`src/rtl/uart_pkg.sv`:
```
// Shared UART definitions: state encoding, default bit period, data width.
// Build option: define UART_TX_PARITY_EN to add the even-parity state.
package uart_pkg;

    localparam int c_DEFAULT_CYCLES_PER_BIT = 434;
    localparam int c_DATA_W                 = 8;

    // One-hot state encoding, same style as the receiver.
    typedef enum logic [4:0] {
        s_IDLE   = 5'b00001,
        s_START  = 5'b00010,
        s_DATA   = 5'b00100,
`ifdef UART_TX_PARITY_EN
        s_PARITY = 5'b01000,
`endif
        s_STOP   = 5'b10000
    } tx_state_e;

endpackage

```
`src/rtl/uart_bit_timer.sv`:
```
// Bit-period counter: counts 0..c_CYCLES-1, wraps, and flags the last cycle.
module uart_bit_timer #(
    parameter int c_CYCLES = 434
) (
    input  logic i_CLK,
    input  logic i_RST_N,
    input  logic i_CLR,
    output logic o_TICK
);

    localparam int              c_W    = (c_CYCLES > 1) ? $clog2(c_CYCLES) : 1;
    localparam logic [c_W-1:0]  c_LAST = c_W'(c_CYCLES - 1);

    logic [c_W-1:0] cnt_q;
    logic [c_W-1:0] cnt_d;

    // Next count: clear on request or at terminal count, else increment.
    always_comb begin
        cnt_d = cnt_q + c_W'(1);
        if (i_CLR || (cnt_q == c_LAST)) begin
            cnt_d = '0;
        end
    end

    // Counter register.
    always_ff @(posedge i_CLK or negedge i_RST_N) begin
        if (!i_RST_N) begin
            cnt_q <= '0;
        end else begin
            cnt_q <= cnt_d;
        end
    end

    assign o_TICK = (cnt_q == c_LAST);

endmodule

```
`src/rtl/uart_tx.sv`:
```
// UART transmitter, 8N1 with a one-byte holding register for gapless frames.
// Build option: define UART_TX_PARITY_EN for 8E1 (even parity bit added).
module uart_tx
    import uart_pkg::*;
#(
    parameter int c_CYCLES_PER_BIT = c_DEFAULT_CYCLES_PER_BIT
) (
    input  logic                i_CLK,
    input  logic                i_RST_N,
    input  logic                i_TX_DV,
    input  logic [c_DATA_W-1:0] i_DATA_TX,
    output logic                o_TX_READY,
    output logic                o_SERIAL_DATA,
    output logic                o_TX_ACTIVE,
    output logic                o_TX_DONE
);

    tx_state_e           state_q, state_d;
    logic [c_DATA_W-1:0] shift_q, shift_d;
    logic [c_DATA_W-1:0] hold_data_q;
    logic                hold_vld_q, hold_vld_d;
    logic [2:0]          idx_q, idx_d;
    logic                serial_q, serial_d;
    logic                active_q, active_d;
    logic                done_q, done_d;
    logic                load;
    logic                accept;
    logic                timer_clr;
    logic                tick;

    uart_bit_timer #(.c_CYCLES(c_CYCLES_PER_BIT)) u_timer (
        .i_CLK  (i_CLK),
        .i_RST_N(i_RST_N),
        .i_CLR  (timer_clr),
        .o_TICK (tick)
    );

    // Readiness comes from the registered flag, so accept and load never collide.
    assign accept = i_TX_DV && !hold_vld_q;

    // Next-state, line value and holding-register bookkeeping.
    always_comb begin
        state_d   = state_q;
        shift_d   = shift_q;
        idx_d     = idx_q;
        serial_d  = 1'b1;
        done_d    = 1'b0;
        load      = 1'b0;
        timer_clr = 1'b0;
        case (state_q)
            s_IDLE: begin
                timer_clr = 1'b1;
                if (hold_vld_q) begin
                    load    = 1'b1;
                    state_d = s_START;
                end
            end
            s_START: begin
                serial_d = 1'b0;
                if (tick) begin
                    idx_d   = 3'd0;
                    state_d = s_DATA;
                end
            end
            s_DATA: begin
                serial_d = shift_q[idx_q];
                if (tick) begin
                    idx_d = idx_q + 3'd1;
                    if (idx_q == 3'd7) begin
`ifdef UART_TX_PARITY_EN
                        state_d = s_PARITY;
`else
                        state_d = s_STOP;
`endif
                    end
                end
            end
`ifdef UART_TX_PARITY_EN
            s_PARITY: begin
                serial_d = ^shift_q;
                if (tick) begin
                    state_d = s_STOP;
                end
            end
`endif
            s_STOP: begin
                serial_d = 1'b1;
                if (tick) begin
                    done_d = 1'b1;
                    if (hold_vld_q) begin
                        load      = 1'b1;
                        timer_clr = 1'b1;
                        state_d   = s_START;
                    end else begin
                        state_d = s_IDLE;
                    end
                end
            end
            default: begin
                state_d = s_IDLE;
            end
        endcase

        if (load) begin
            shift_d = hold_data_q;
        end

        hold_vld_d = hold_vld_q;
        if (load) begin
            hold_vld_d = 1'b0;
        end
        if (accept) begin
            hold_vld_d = 1'b1;
        end

        active_d = (state_q != s_IDLE);
    end

    // Control and output registers; reset forces the line high immediately.
    always_ff @(posedge i_CLK or negedge i_RST_N) begin
        if (!i_RST_N) begin
            state_q    <= s_IDLE;
            idx_q      <= 3'd0;
            hold_vld_q <= 1'b0;
            serial_q   <= 1'b1;
            active_q   <= 1'b0;
            done_q     <= 1'b0;
        end else begin
            state_q    <= state_d;
            idx_q      <= idx_d;
            hold_vld_q <= hold_vld_d;
            serial_q   <= serial_d;
            active_q   <= active_d;
            done_q     <= done_d;
        end
    end

    // Data registers; contents are qualified by the control state.
    always_ff @(posedge i_CLK) begin
        shift_q <= shift_d;
        if (accept) begin
            hold_data_q <= i_DATA_TX;
        end
    end

    assign o_TX_READY    = !hold_vld_q;
    assign o_SERIAL_DATA = serial_q;
    assign o_TX_ACTIVE   = active_q;
    assign o_TX_DONE     = done_q;

endmodule
```
`config.mk`:
```
export PLATFORM = sky130hd
export DESIGN_NAME = uart_tx
export DESIGN_NICKNAME = d
export VERILOG_FILES = /design/src/rtl/uart_pkg.sv /design/src/rtl/uart_bit_timer.sv /design/src/rtl/uart_tx.sv
export SDC_FILE = /design/constraint.sdc
export NUM_CORES = 1
export LEC_CHECK = 0
export ABC_CLOCK_PERIOD_IN_PS = 3530
export CAP_MARGIN = 25
export CORE_MARGIN = 8
export CORE_UTILIZATION = 45
export DETAILED_ROUTE_END_ITERATION = 6
export GPL_ROUTABILITY_DRIVEN = 0
export HOLD_SLACK_MARGIN = 0.15
export PLACE_DENSITY_LB_ADDON = 0.08
export REMOVE_ABC_BUFFERS = 1
export SETUP_SLACK_MARGIN = 0.2
export SYNTH_ARGS = -nofsm -noshare
export SYNTH_HDL_FRONTEND = slang
export SYNTH_SLANG_ARGS = --single-unit
```
`constraint.sdc`:
```
create_clock -name i_CLK -period 3.53 [get_ports i_CLK]
set_clock_uncertainty 0.15 [all_clocks]
set_input_delay 0.8825 -clock i_CLK [delete_from_list [all_inputs] [get_ports i_CLK]]
set_output_delay 0.8825 -clock i_CLK [all_outputs]
set_load 0.01 [all_outputs]
```
; ---- Word-level counts from Yosys, hierarchy flattened
; Index checks and enable logic that the tools add are counted.
; W data, S select, Z words.
[op_classes]
div = 0
shifts = 0
mux = 22
eq_ne = 12
n_mul = 0
add_sub_neg = 2
n_lt_le_gt_ge = 1
reduce_logical = 7
n_bitwise = 0
[op_table]
columns = op, count
row1 = $mux W5, 5
row2 = $pmux W5 S4, 1
row3 = $ne A2 B2 Y1 const B, 5
row4 = $add A9 B1 Y9 const B, 1
row5 = $eq A9 B9 Y1 const B, 1
row6 = $mux W9, 1
row7 = $mux W1, 7
row8 = $mux W3, 2
row9 = $pmux W1 S2, 3
row10 = $pmux W3 S2, 1
row11 = $eq A5 B1 Y1 const B, 1
row12 = $eq A5 B2 Y1 const B, 1
row13 = $eq A5 B3 Y1 const B, 1
row14 = $eq A5 B5 Y1 const B, 1
row15 = $ne A5 B1 Y1 const B, 1
row16 = $reduce_and A5 Y1, 1
row17 = $lt A3 B4 Y1 const B, 1
row18 = $reduce_bool A2 Y1, 2
row19 = $add A3 B1 Y3 const B, 1
row20 = $bmux W1 S3, 1
row21 = $eq A3 B3 Y1 const B, 1
row22 = $reduce_and A3 Y1, 1
row23 = $mux W2, 1
row24 = $logic_and A1 B1 Y1, 1
row25 = 2 further kinds, 2
[word_totals]
mem_count = 0
word_cells = 53
mem_bits_rw = 0
latchBits = 0
rom_bits = 0
ff_bits = 37
inputBits = 11
output_inout_bits = 4

; ---- Logic depth before layout (Yosys ltp)
; Gate-level depths: netlist of the first run.
[logic_depth]
depth_word = 5
mapped_depth = 5
ltp_nobuf = 5

; ---- Hierarchy
; Synthesis of the first run repeated with hierarchy kept, for this count alone.
[unflattened]
hier_cells = 130
hier_area_um2 = 1661.6
[by_module_without_submodules]
columns = mod, area_each_um2, cells_per_inst, seq_area_each_um2, n_inst
row1 = uart_tx, 1176.1, 82, 758.2, 1
row2 = uart_bit_timer, 485.5, 48, 225.2, 1

; ---- Least setup slack after synthesis of the first run
; OpenSTA, ideal clock, no wires.
[synth_path]
kind = reg2reg
startpoint = reg state_q[0]
endpoint = reg shift_q[0], enable pin
t_required_ns = 3.010
period_less_slack_ns = 2.189
arrival_time_ns = 1.669
setup_ns = 0.370
n_path_buf = 1
slack_ns = 1.341
path_stages_with_launch = 5
path_cell_list = dfstp_2 -> buf_2 -> or4b_1 -> o31a_1 -> nor2_1
[synth_between]
elab_chain_len = 2
word_cells_on_any_way = 3
cone_classes = 2 x eq/ne / 1 x mux
[synth_lines]
columns = item, line
row1 = "start, declared", uart_tx.sv:18  ; tx_state_e state_q, state_d;
row2 = "start signal, assigned", uart_tx.sv:122  ; state_q <= s_IDLE;
row3 = "start signal, assigned", uart_tx.sv:129  ; state_q <= state_d;
row4 = $eq A5 B5 Y1 or $eq A5 B1 Y1 (tied branches), uart_tx.sv:50  ; case (state_q)
row5 = $pmux W1 S2 (*), uart_tx.sv:50
row6 = net load, uart_tx.sv:26  ; logic load;
row7 = "end signal, assigned", uart_tx.sv:140  ; shift_q <= shift_d;
row8 = "end, declared", uart_tx.sv:19  ; logic [c_DATA_W-1:0] shift_q, shift_d;
; Mark *: on every way through the listed nets, which the timed path passes. The rest lies on a longest branch.
; A chain may end at the register's enable or synchronous reset.

; ---- Worst setup path in the final report of the first run
[layout_path]
startpoint = reg hold_vld_q
endpoint = out o_TX_READY
[layout_between]
elab_chain_len = 1
[layout_lines]
columns = item, line
row1 = "start, declared", uart_tx.sv:21  ; logic hold_vld_q, hold_vld_d;
row2 = "start signal, assigned", uart_tx.sv:131  ; hold_vld_q <= hold_vld_d;
row3 = $logic_not A1 Y1, uart_tx.sv:146  ; assign o_TX_READY = !hold_vld_q;
row4 = "end, declared", uart_tx.sv:12  ; output logic o_TX_READY,
; Every way passes these cells.

==> results of run 1 <==
==> synthesized netlist by cell type, types with 2 or more instances <==
master / count / area, um^2
dfstp_2: 2 / 52.55
buf_2: 3 / 15.01
nand2b_1: 2 / 12.51
nor4b_1: 2 / 17.52
xnor2_1: 3 / 26.28
a211oi_1: 2 / 15.01
nand3_1: 3 / 15.01
mux2_2: 2 / 22.52
inv_1: 6 / 22.52
ha_1: 4 / 50.05
o21ai_0: 6 / 30.03
a21oi_1: 5 / 25.02
a22o_1: 2 / 17.52
and3_1: 2 / 12.51
xor2_1: 2 / 17.52
o311ai_0: 2 / 17.52
or3_1: 4 / 25.02
nor2_1: 8 / 30.03
dfrtp_1: 18 / 450.4
edfxtp_1: 16 / 480.5
nand4_1: 4 / 25.02
==> routing by layer <==
layer / vias up / GRT usage / share of wire
li1: 483 / - / -
met1: 474 / 0.1364 / 0.46
met2: 21 / 0.1574 / 0.46
met3: 5 / 0.05193 / 0.066
met4: 0 / 0.05217 / 0.015
met5: - / 0 / 0
==> flip-flops by register name (all words and copies together) (netlist names) <==
register       count
hold_data_q        8
idx_q              3
o_TX_ACTIVE        1
o_TX_DONE          1
hold_vld_q         1
u_timer.cnt_q      9
o_SERIAL_DATA      1
shift_q            8
state_q            4
==> cell type report <==
class	instances	share of cell area
sequential	36	0.5410
timing repair buffer	14	0.07708
clock inverter	3	0.02340
inverter	6	0.01239
clock buffer	5	0.02065
tap	46	0.03166
multi-input combinational	72	0.2939
==> worst paths after layout <==
| kind | startpoint | end | cells after the start |
|---|---|---|---|
| min | hold_data_q[5]$_DFFE_PP_ | shift_q[5]$_DFFE_PP_ | 0 |
| max | hold_vld_q$_DFFE_PN0P_ | o_TX_READY | 2 |
| min reg2reg | hold_data_q[5]$_DFFE_PP_ | shift_q[5]$_DFFE_PP_ | 0 |
| max reg2reg | state_q[1]$_DFFE_PN0P_ | shift_q[0]$_DFFE_PP_ | 3 |
| min in group asynchronous | i_RST_N | state_q[4]$_DFFE_PN0P_ | 1 |
| max in group asynchronous | i_RST_N | idx_q[1]$_DFFE_PN0P_ | 1 |
==> where the power goes <==
part	total, mW	internal [mW]	leakage, nW	switching (mW)
combinational	0.219	0.0986	0.228	0.120
sequential	0.599	0.546	0.415	0.0530
clock	0.284	0.148	0.0412	0.136
total	1.10	0.792	0.684	0.309
==> logic make-up after synthesis <==
kind of cell / synth area share
buffers and inverters: 0.03423
xor gates and xnor gates: 0.02787
adders and majority gates: 0.03185
muxes: 0.03503
AOI/OAI and AO/OA: 0.1011
and+or+nand+nor: 0.1441
DFF: 0.6258
==> run summary, run 1 <==
status: complete, no violations
WL/cell: 13.90 um
VDD IR max: 0.2617 mV
CTS H-tree lvls: 2
Antenna Nets Post-Route: 0
DRT Pass-1 Iters: 4
CTS buffer count: 5
die height: 75.10 um
CP endpoint kind: output port
Final HPWL DP: 1.840 mm
Hold Buf Count CTS: 0
fin util: 0.5448
Reg2Reg Setup Slack: 1.20 ns
static leakage: 0.6843 nW
crit-path cells: inv_1, clkdlybuf4s50_1
post-route cell area: 1818 um^2
multi-input gate area in the final layout: 534.3 um^2
Worst EP required: 2.50 ns
DP Area: 1738 um^2
Worst path slowest cell: clkdlybuf4s50_1
Max Clk Rate: 405.2 MHz
crit path DAT: 1.44 ns
Post-synth EDFFs: 16
clock sinks: 36
Initial DRC Count: 76
max_cap viols: 0
Starting Density: 0.4709
GR Util All Layers: 0.1102
Setup Viol. Count Final: 0
final hold vios: 0
worst-skew pair later-pin latency: 0.34 ns
Core Box Area: 3337 um^2
Crit path largest cell delay: 0.56 ns
Sum Neg Setup Slack: 0 ns
most frequent cells in the layout: dfrtp_1 (18), edfxtp_1 (16), clkdlybuf4s50_1 (14), nor2_1 (8)
Placed Instances: 174
WL final: 2.529 mm
root buffer cell: clkbuf_4
Yosys reg bits: 36
Top delay family on crit path: buffers and inverters
Final nets: 150
Die X-Extent: 75.10 um
DRC Markers: 0
post-synthesis sequential area ratio: 0.6258
Worst Path Max Fanout: 4
Cells after Synth: 119
RSZ-0062 raised after global routing: no
DP Worst Slack: 0.9915 ns
FF/Latch Area: 983.4 um^2
Rows: 21
setup repair bufs after CTS: 0
CTS tree: built
CP Buf/Inv Count: 2
Post-synth ARST share: 0.5556
Min Hold Slack: 0.2776 ns
Synth cell types: 42
CTS clock-pin slew for the worst setup and hold paths: 0.11 ns
commonest non-fill, non-tap cell in the layout: dfrtp_1
Final period util: 0.6991
vias after detailed routing: 983
Syn-to-layout area delta: 15.68%
total power: 1.101 mW
IO Count: 15
vias per cell: 5.401
Final Max Slew Viols: 0
Worst Max-Slew Pin Slew: 0.9068 ns
gr ovfl total: 0
clk buf depth: 2
vias in the first global route: 976
minimum clock period: 2.468 ns
HP Class: reg -> reg
first-pass GRT wire length: 4.588 mm
Post-Syn Area: 1572 um^2
fillers: 307
pin count of the biggest net entering global routing: 21
crit start category: flop
share of post-route cells with drive strength above 1: 0.1176
worst rel slew slack: 0.3936
port bufs: 14
Layout Cells excl Fill: 182
Ant. Diodes: 0
Mean Syn Cell Area: 13.21 um^2
Crit Path Category: reg -> out
full die area: 5639 um^2
Worst Slack Setup Final: 1.062 ns
top_reg_cell synth: dfrtp_1
initial antenna violation count: 0
power density of the placed cells: 605.8 nW/um^2
PostCTS Resize Cnt: 0
synth warn: 0
No activity file was read; power rests on OpenSTA's default activity.
==> run 2, diff against run 1 <==
--- a/config.mk
+++ b/config.mk
@@ -5,7 +5,7 @@
 export SDC_FILE = /design/constraint.sdc
 export NUM_CORES = 1
 export LEC_CHECK = 0
-export ABC_CLOCK_PERIOD_IN_PS = 3530
+export ABC_CLOCK_PERIOD_IN_PS = 2580
 export CAP_MARGIN = 25
 export CORE_MARGIN = 8
 export CORE_UTILIZATION = 45
==> constraint.sdc (replaced) <==
create_clock -name i_CLK -period 2.58 [get_ports i_CLK]
set_clock_uncertainty 0.15 [all_clocks]
set_input_delay 0.645 -clock i_CLK [delete_from_list [all_inputs] [get_ports i_CLK]]
set_output_delay 0.645 -clock i_CLK [all_outputs]
set_load 0.01 [all_outputs]
==> run 2 against run 1 <==
Die area stayed put; count of clock-buffer cells in the layout is 1 higher; core utilization is 0.56 points higher; sequential power is 38% higher; final cell count is 1.6% higher; largest cell class unchanged.
==> run summary, run 2 (synthesized netlist as in run 1, its figures left out) <==
CTS tree: built
clk buf depth: 2
Crit path largest cell delay: 0.55 ns
setup repair bufs after CTS: 0
Final Max Slew Viols: 0
final hold vios: 0
Syn-to-layout area delta: 16.88%
Final period util: 0.8529
Sum Neg Setup Slack: 0 ns
Core Box Area: 3337 um^2
Ant. Diodes: 0
Worst EP required: 1.78 ns
Switching Fraction: 0.2715
Antenna Nets Post-Route: 0
power density of the placed cells: 821.9 nW/um^2
Worst Max-Slew Pin Slew: 0.5284 ns
most frequent cells in the layout: dfrtp_1 (18), edfxtp_1 (16), clkdlybuf4s50_1 (14), nor2_1 (8)
Reg power frac: 0.545
Worst path slowest cell: clkdlybuf4s50_1
vias in the first global route: 1,020
CP Buf/Inv Count: 2
Crit Path Category: reg -> out
minimum clock period: 2.201 ns
share of post-route cells with drive strength above 1: 0.1295
P_sw: 0.4099 mW
Worst Path Max Fanout: 4
WL/cell: 13.97 um
DRC Markers: 0
RSZ-0062 raised after global routing: no
Hold Buf Count CTS: 0
CP endpoint kind: output port
Reg with most FFs: u_timer.cnt_q
GR Util All Layers: 0.1095
PostCTS Resize Cnt: 0
Die X-Extent: 75.10 um
VDD IR max: 0.4248 mV
Regs by FF count: u_timer.cnt_q: 9 flops, hold_data_q: 8 flops, shift_q: 8 flops
static leakage: 0.7004 nW
vias per cell: 5.395
CTS H-tree lvls: 2
DRT Pass-1 Iters: 7
Initial DRC Count: 72
port bufs: 14
gr ovfl total: 0
CTS buffer count: 5
crit start category: flop
status: complete, no violations
clock sinks: 36
Reg2Reg Setup Slack: 0.54 ns
Internal Dissipation: 1.100 mW
Top delay family on crit path: buffers and inverters
clock share of power: 0.249
worst rel slew slack: 0.6466
initial antenna violation count: 0
Setup Viol. Count Final: 0
crit-path cells: inv_1, clkdlybuf4s50_1
crit path DAT: 1.41 ns
total power: 1.510 mW
worst-skew pair later-pin latency: 0.33 ns
IO Count: 15
Starting Density: 0.4709
Final nets: 153
Largest register FFs: 9
part of the power in combinational logic: 0.206
commonest non-fill, non-tap cell in the layout: dfrtp_1
full die area: 5639 um^2
Rows: 21
first-pass GRT wire length: 4.526 mm
Final HPWL DP: 1.913 mm
HP Class: reg -> reg
vias after detailed routing: 998
Max Clk Rate: 454.4 MHz
WL final: 2.584 mm
pin count of the biggest net entering global routing: 13
max_cap viols: 0
CTS clock-pin slew for the worst setup and hold paths: 0.10 ns
die height: 75.10 um
root buffer cell: clkbuf_4
[run 2: layout make-up]
cell class,instances,area (um^2)
clock buffer,6,41.29
clock inverter,2,35.03
fill,295,1500
inverter,6,22.52
multi-input combinational,72,534.3
sequential,36,983.4
tap,46,57.56
timing repair buffer,17,162.7
[run 2: through the flow]
| stage | std cells | util | hold WS, ns | setup WS (ns) | cell area (um^2) |
|---|---|---|---|---|---|
| after floorplan | 114 | - | 0.1994 | 0.4339 | 1540 |
| after global placement | 177 | 0.5276 | 0.2554 | 0.5839 | 1760 |
| after detailed placement | 177 | 0.5276 | 0.2554 | 0.5670 | 1760 |
| after CTS | 185 | 0.5504 | 0.2800 | 0.3480 | 1837 |
| after global routing | 185 | 0.5504 | 0.2858 | 0.3011 | 1837 |
| final | 185 | 0.5504 | 0.2754 | 0.3794 | 1837 |
[run 2: final timing paths]
check,from,end,depth (start not counted)
worst max-delay path,hold_vld_q$_DFFE_PN0P_,o_TX_READY,2
worst min-delay path,hold_data_q[0]$_DFFE_PP_,shift_q[0]$_DFFE_PP_,0
worst max register to register,state_q[1]$_DFFE_PN0P_,shift_q[2]$_DFFE_PP_,4
worst min register to register,hold_data_q[0]$_DFFE_PP_,shift_q[0]$_DFFE_PP_,0
max in group asynchronous,i_RST_N,u_timer.cnt_q[6]$_DFF_PN0_,2
min in group asynchronous,i_RST_N,state_q[2]$_DFFE_PN0P_,1
[run 2: power groups by stage]
stage | combinational [mW] | clock, mW | sequential [mW]
after floorplan | 0.188 | 0 | 0.821
after global placement | 0.314 | 0 | 0.824
after detailed placement | 0.315 | 0 | 0.833
after CTS | 0.317 | 0.397 | 0.823
after global routing | 0.355 | 0.423 | 0.835
final | 0.310 | 0.376 | 0.824
[run 2: per-layer routing]
layer / GRT usage / vias to the layer above / share of wire
li1: - / 493 / -
met1: 0.1277 / 467 / 0.43
met2: 0.1641 / 36 / 0.48
met3: 0.04927 / 2 / 0.075
met4: 0.05870 / 0 / 0.0093
met5: 0 / - / 0
==> run 3, diff against run 2 <==
--- a/config.mk
+++ b/config.mk
@@ -5,12 +5,13 @@
 export SDC_FILE = /design/constraint.sdc
 export NUM_CORES = 1
 export LEC_CHECK = 0
-export ABC_CLOCK_PERIOD_IN_PS = 2580
+export ABC_CLOCK_PERIOD_IN_PS = 2230
 export CAP_MARGIN = 25
 export CORE_MARGIN = 8
 export CORE_UTILIZATION = 45
 export DETAILED_ROUTE_END_ITERATION = 6
 export GPL_ROUTABILITY_DRIVEN = 0
+export GPL_TIMING_DRIVEN = 0
 export HOLD_SLACK_MARGIN = 0.15
 export PLACE_DENSITY_LB_ADDON = 0.08
 export REMOVE_ABC_BUFFERS = 1
==> constraint.sdc (replaced) <==
create_clock -name i_CLK -period 2.23 [get_ports i_CLK]
set_clock_uncertainty 0.15 [all_clocks]
set_input_delay 0.5575 -clock i_CLK [delete_from_list [all_inputs] [get_ports i_CLK]]
set_output_delay 0.5575 -clock i_CLK [all_outputs]
set_load 0.01 [all_outputs]
==> run 3 against run 2 <==
Global-route usage decreased by 0.31 points; non-clock buffer count increased by 3; total power increased by 18%; sequential cell count unchanged; core utilization increased by 1.3 points; first-iteration DRC count decreased by 25%; cell area increased by 2.4%; clock power increased by 19%; critical path depth increased by 1; critical path type is now reg -> reg.
==> run summary, run 3 (synthesized netlist as in run 1, its figures left out) <==
clock share of power: 0.251
VDD IR max: 0.4877 mV
CP endpoint kind: flop
Reg power frac: 0.522
CP Buf/Inv Count: 0
port bufs: 14
gr ovfl total: 0
Final Max Slew Viols: 0
crit path DAT: 1.85 ns
crit start category: flop
Starting Density: 0.4709
WL final: 2.541 mm
Rows: 21
CTS H-tree lvls: 2
Max Clk Rate: 507.2 MHz
vias after detailed routing: 1,013
Crit Path Category: reg -> reg
status: complete, no violations
Largest register FFs: 9
Regs by FF count: u_timer.cnt_q: 9 flops, hold_data_q: 8 flops, shift_q: 8 flops
total power: 1.785 mW
Die X-Extent: 75.10 um
Syn-to-layout area delta: 19.67%
IO Count: 15
Core Box Area: 3337 um^2
Final nets: 156
Setup Viol. Count Final: 0
Worst Path Max Fanout: 8
CTS tree: built
die height: 75.10 um
part of the power in combinational logic: 0.228
Worst path slowest cell: or4b_4
Initial DRC Count: 54
pin count of the biggest net entering global routing: 21
DRC Markers: 0
max_cap viols: 0
most frequent cells in the layout: edfxtp_1 (16), dfrtp_1 (15), clkdlybuf4s50_1 (12), nor2_1 (7)
Worst Slack Setup Final: 0.2582 ns
clock sinks: 36
Final HPWL DP: 1.807 mm
post-route cell area: 1881 um^2
DP Area: 1738 um^2
final hold vios: 0
Crit path largest cell delay: 0.55 ns
Hold Buf Count CTS: 0
static leakage: 0.7094 nW
GR Util All Layers: 0.1063
full die area: 5639 um^2
worst rel slew slack: 0.4091
minimum clock period: 1.972 ns
worst-skew pair later-pin latency: 0.33 ns
P_sw: 0.4982 mW
Ant. Diodes: 0
DP Worst Slack: -0.08741 ns
Worst Max-Slew Pin Slew: 0.8835 ns
CTS buffer count: 5
clk buf depth: 2
Top delay family on crit path: simple AND/OR/NAND/NOR gates
vias per cell: 5.388
fillers: 300
vias in the first global route: 972
first-pass GRT wire length: 4.436 mm
Final period util: 0.8842
power density of the placed cells: 949.4 nW/um^2
HP Class: reg -> reg
RSZ-0062 raised after global routing: yes
initial antenna violation count: 0
WL/cell: 13.52 um
Sum Neg Setup Slack: 0 ns
Worst EP required: 2.11 ns
commonest non-fill, non-tap cell in the layout: edfxtp_1
Internal Dissipation: 1.287 mW
Antenna Nets Post-Route: 0
crit-path cells: or4b_4, o31a_1, nor2_4
fin util: 0.5636
CTS clock-pin slew for the worst setup and hold paths: 0.11 ns
Switching Fraction: 0.2791
Reg with most FFs: u_timer.cnt_q
root buffer cell: clkbuf_4
share of post-route cells with drive strength above 1: 0.1972
DRT Pass-1 Iters: 4
[run 3: through the flow]
step / hold WS [ns] / instances
after floorplan: 0.1119 / 114
after global placement: 0.2511 / 174
after detailed placement: 0.2545 / 174
after CTS: 0.2724 / 184
after global routing: 0.2880 / 188
final: 0.2719 / 188
[run 3: timing repair]
action / in CTS / in global routing
resized for setup: 7 / 2
cloned: 0 / 0
setup endpoints to repair: 10 / 8
setup buffers: 2 / 4
pin swaps: 1 / 1
[run 3: worst paths after layout]
path,end,from,cells after the start,slack (ns)
setup / recovery,shift_q[3]$_DFFE_PP_,state_q[1]$_DFFE_PN0P_,3,0.26
hold reg to reg,shift_q[0]$_DFFE_PP_,hold_data_q[0]$_DFFE_PP_,0,0.27
setup reg to reg,shift_q[3]$_DFFE_PP_,state_q[1]$_DFFE_PN0P_,3,0.26
max in group asynchronous,state_q[1]$_DFFE_PN0P_,i_RST_N,1,0.77
hold / removal,shift_q[0]$_DFFE_PP_,hold_data_q[0]$_DFFE_PP_,0,0.27
min in group asynchronous,state_q[4]$_DFFE_PN0P_,i_RST_N,1,0.56
[run 3: power groups by stage]
stage / Combinational (mW) / Clock (mW) / Sequential, mW
floorplan: 0.218 / 0 / 0.949
global placement: 0.339 / 0 / 0.957
detailed placement: 0.341 / 0 / 0.964
CTS: 0.380 / 0.469 / 0.942
global route: 0.452 / 0.497 / 0.949
finish: 0.406 / 0.448 / 0.932
[run 3: layout make-up]
cell class,instances,area [um^2],area share
Clock inverter,3,42.54,0.02262
Clock buffer,5,37.54,0.01996
Sequential cell,36,987.2,0.5250
Inverter,6,22.52,0.01198
Multi-Input combinational cell,72,550.5,0.2927
Tap cell,46,57.56,0.03061
Timing Repair Buffer,20,182.7,0.09714
[run 3: routing by layer]
layer	vias up	track usage	share of wire
met5	-	0	0
met4	0	0.08043	0.028
met3	7	0.03595	0.057
met2	25	0.1459	0.45
met1	486	0.1340	0.47
li1	495	-	-
[run 3: worst register-to-register path: stages, from the launching register on]
cell     delay [ns]
dfrtp_2        0.44
or4b_4         0.55
o31a_1         0.31
nor2_4         0.21
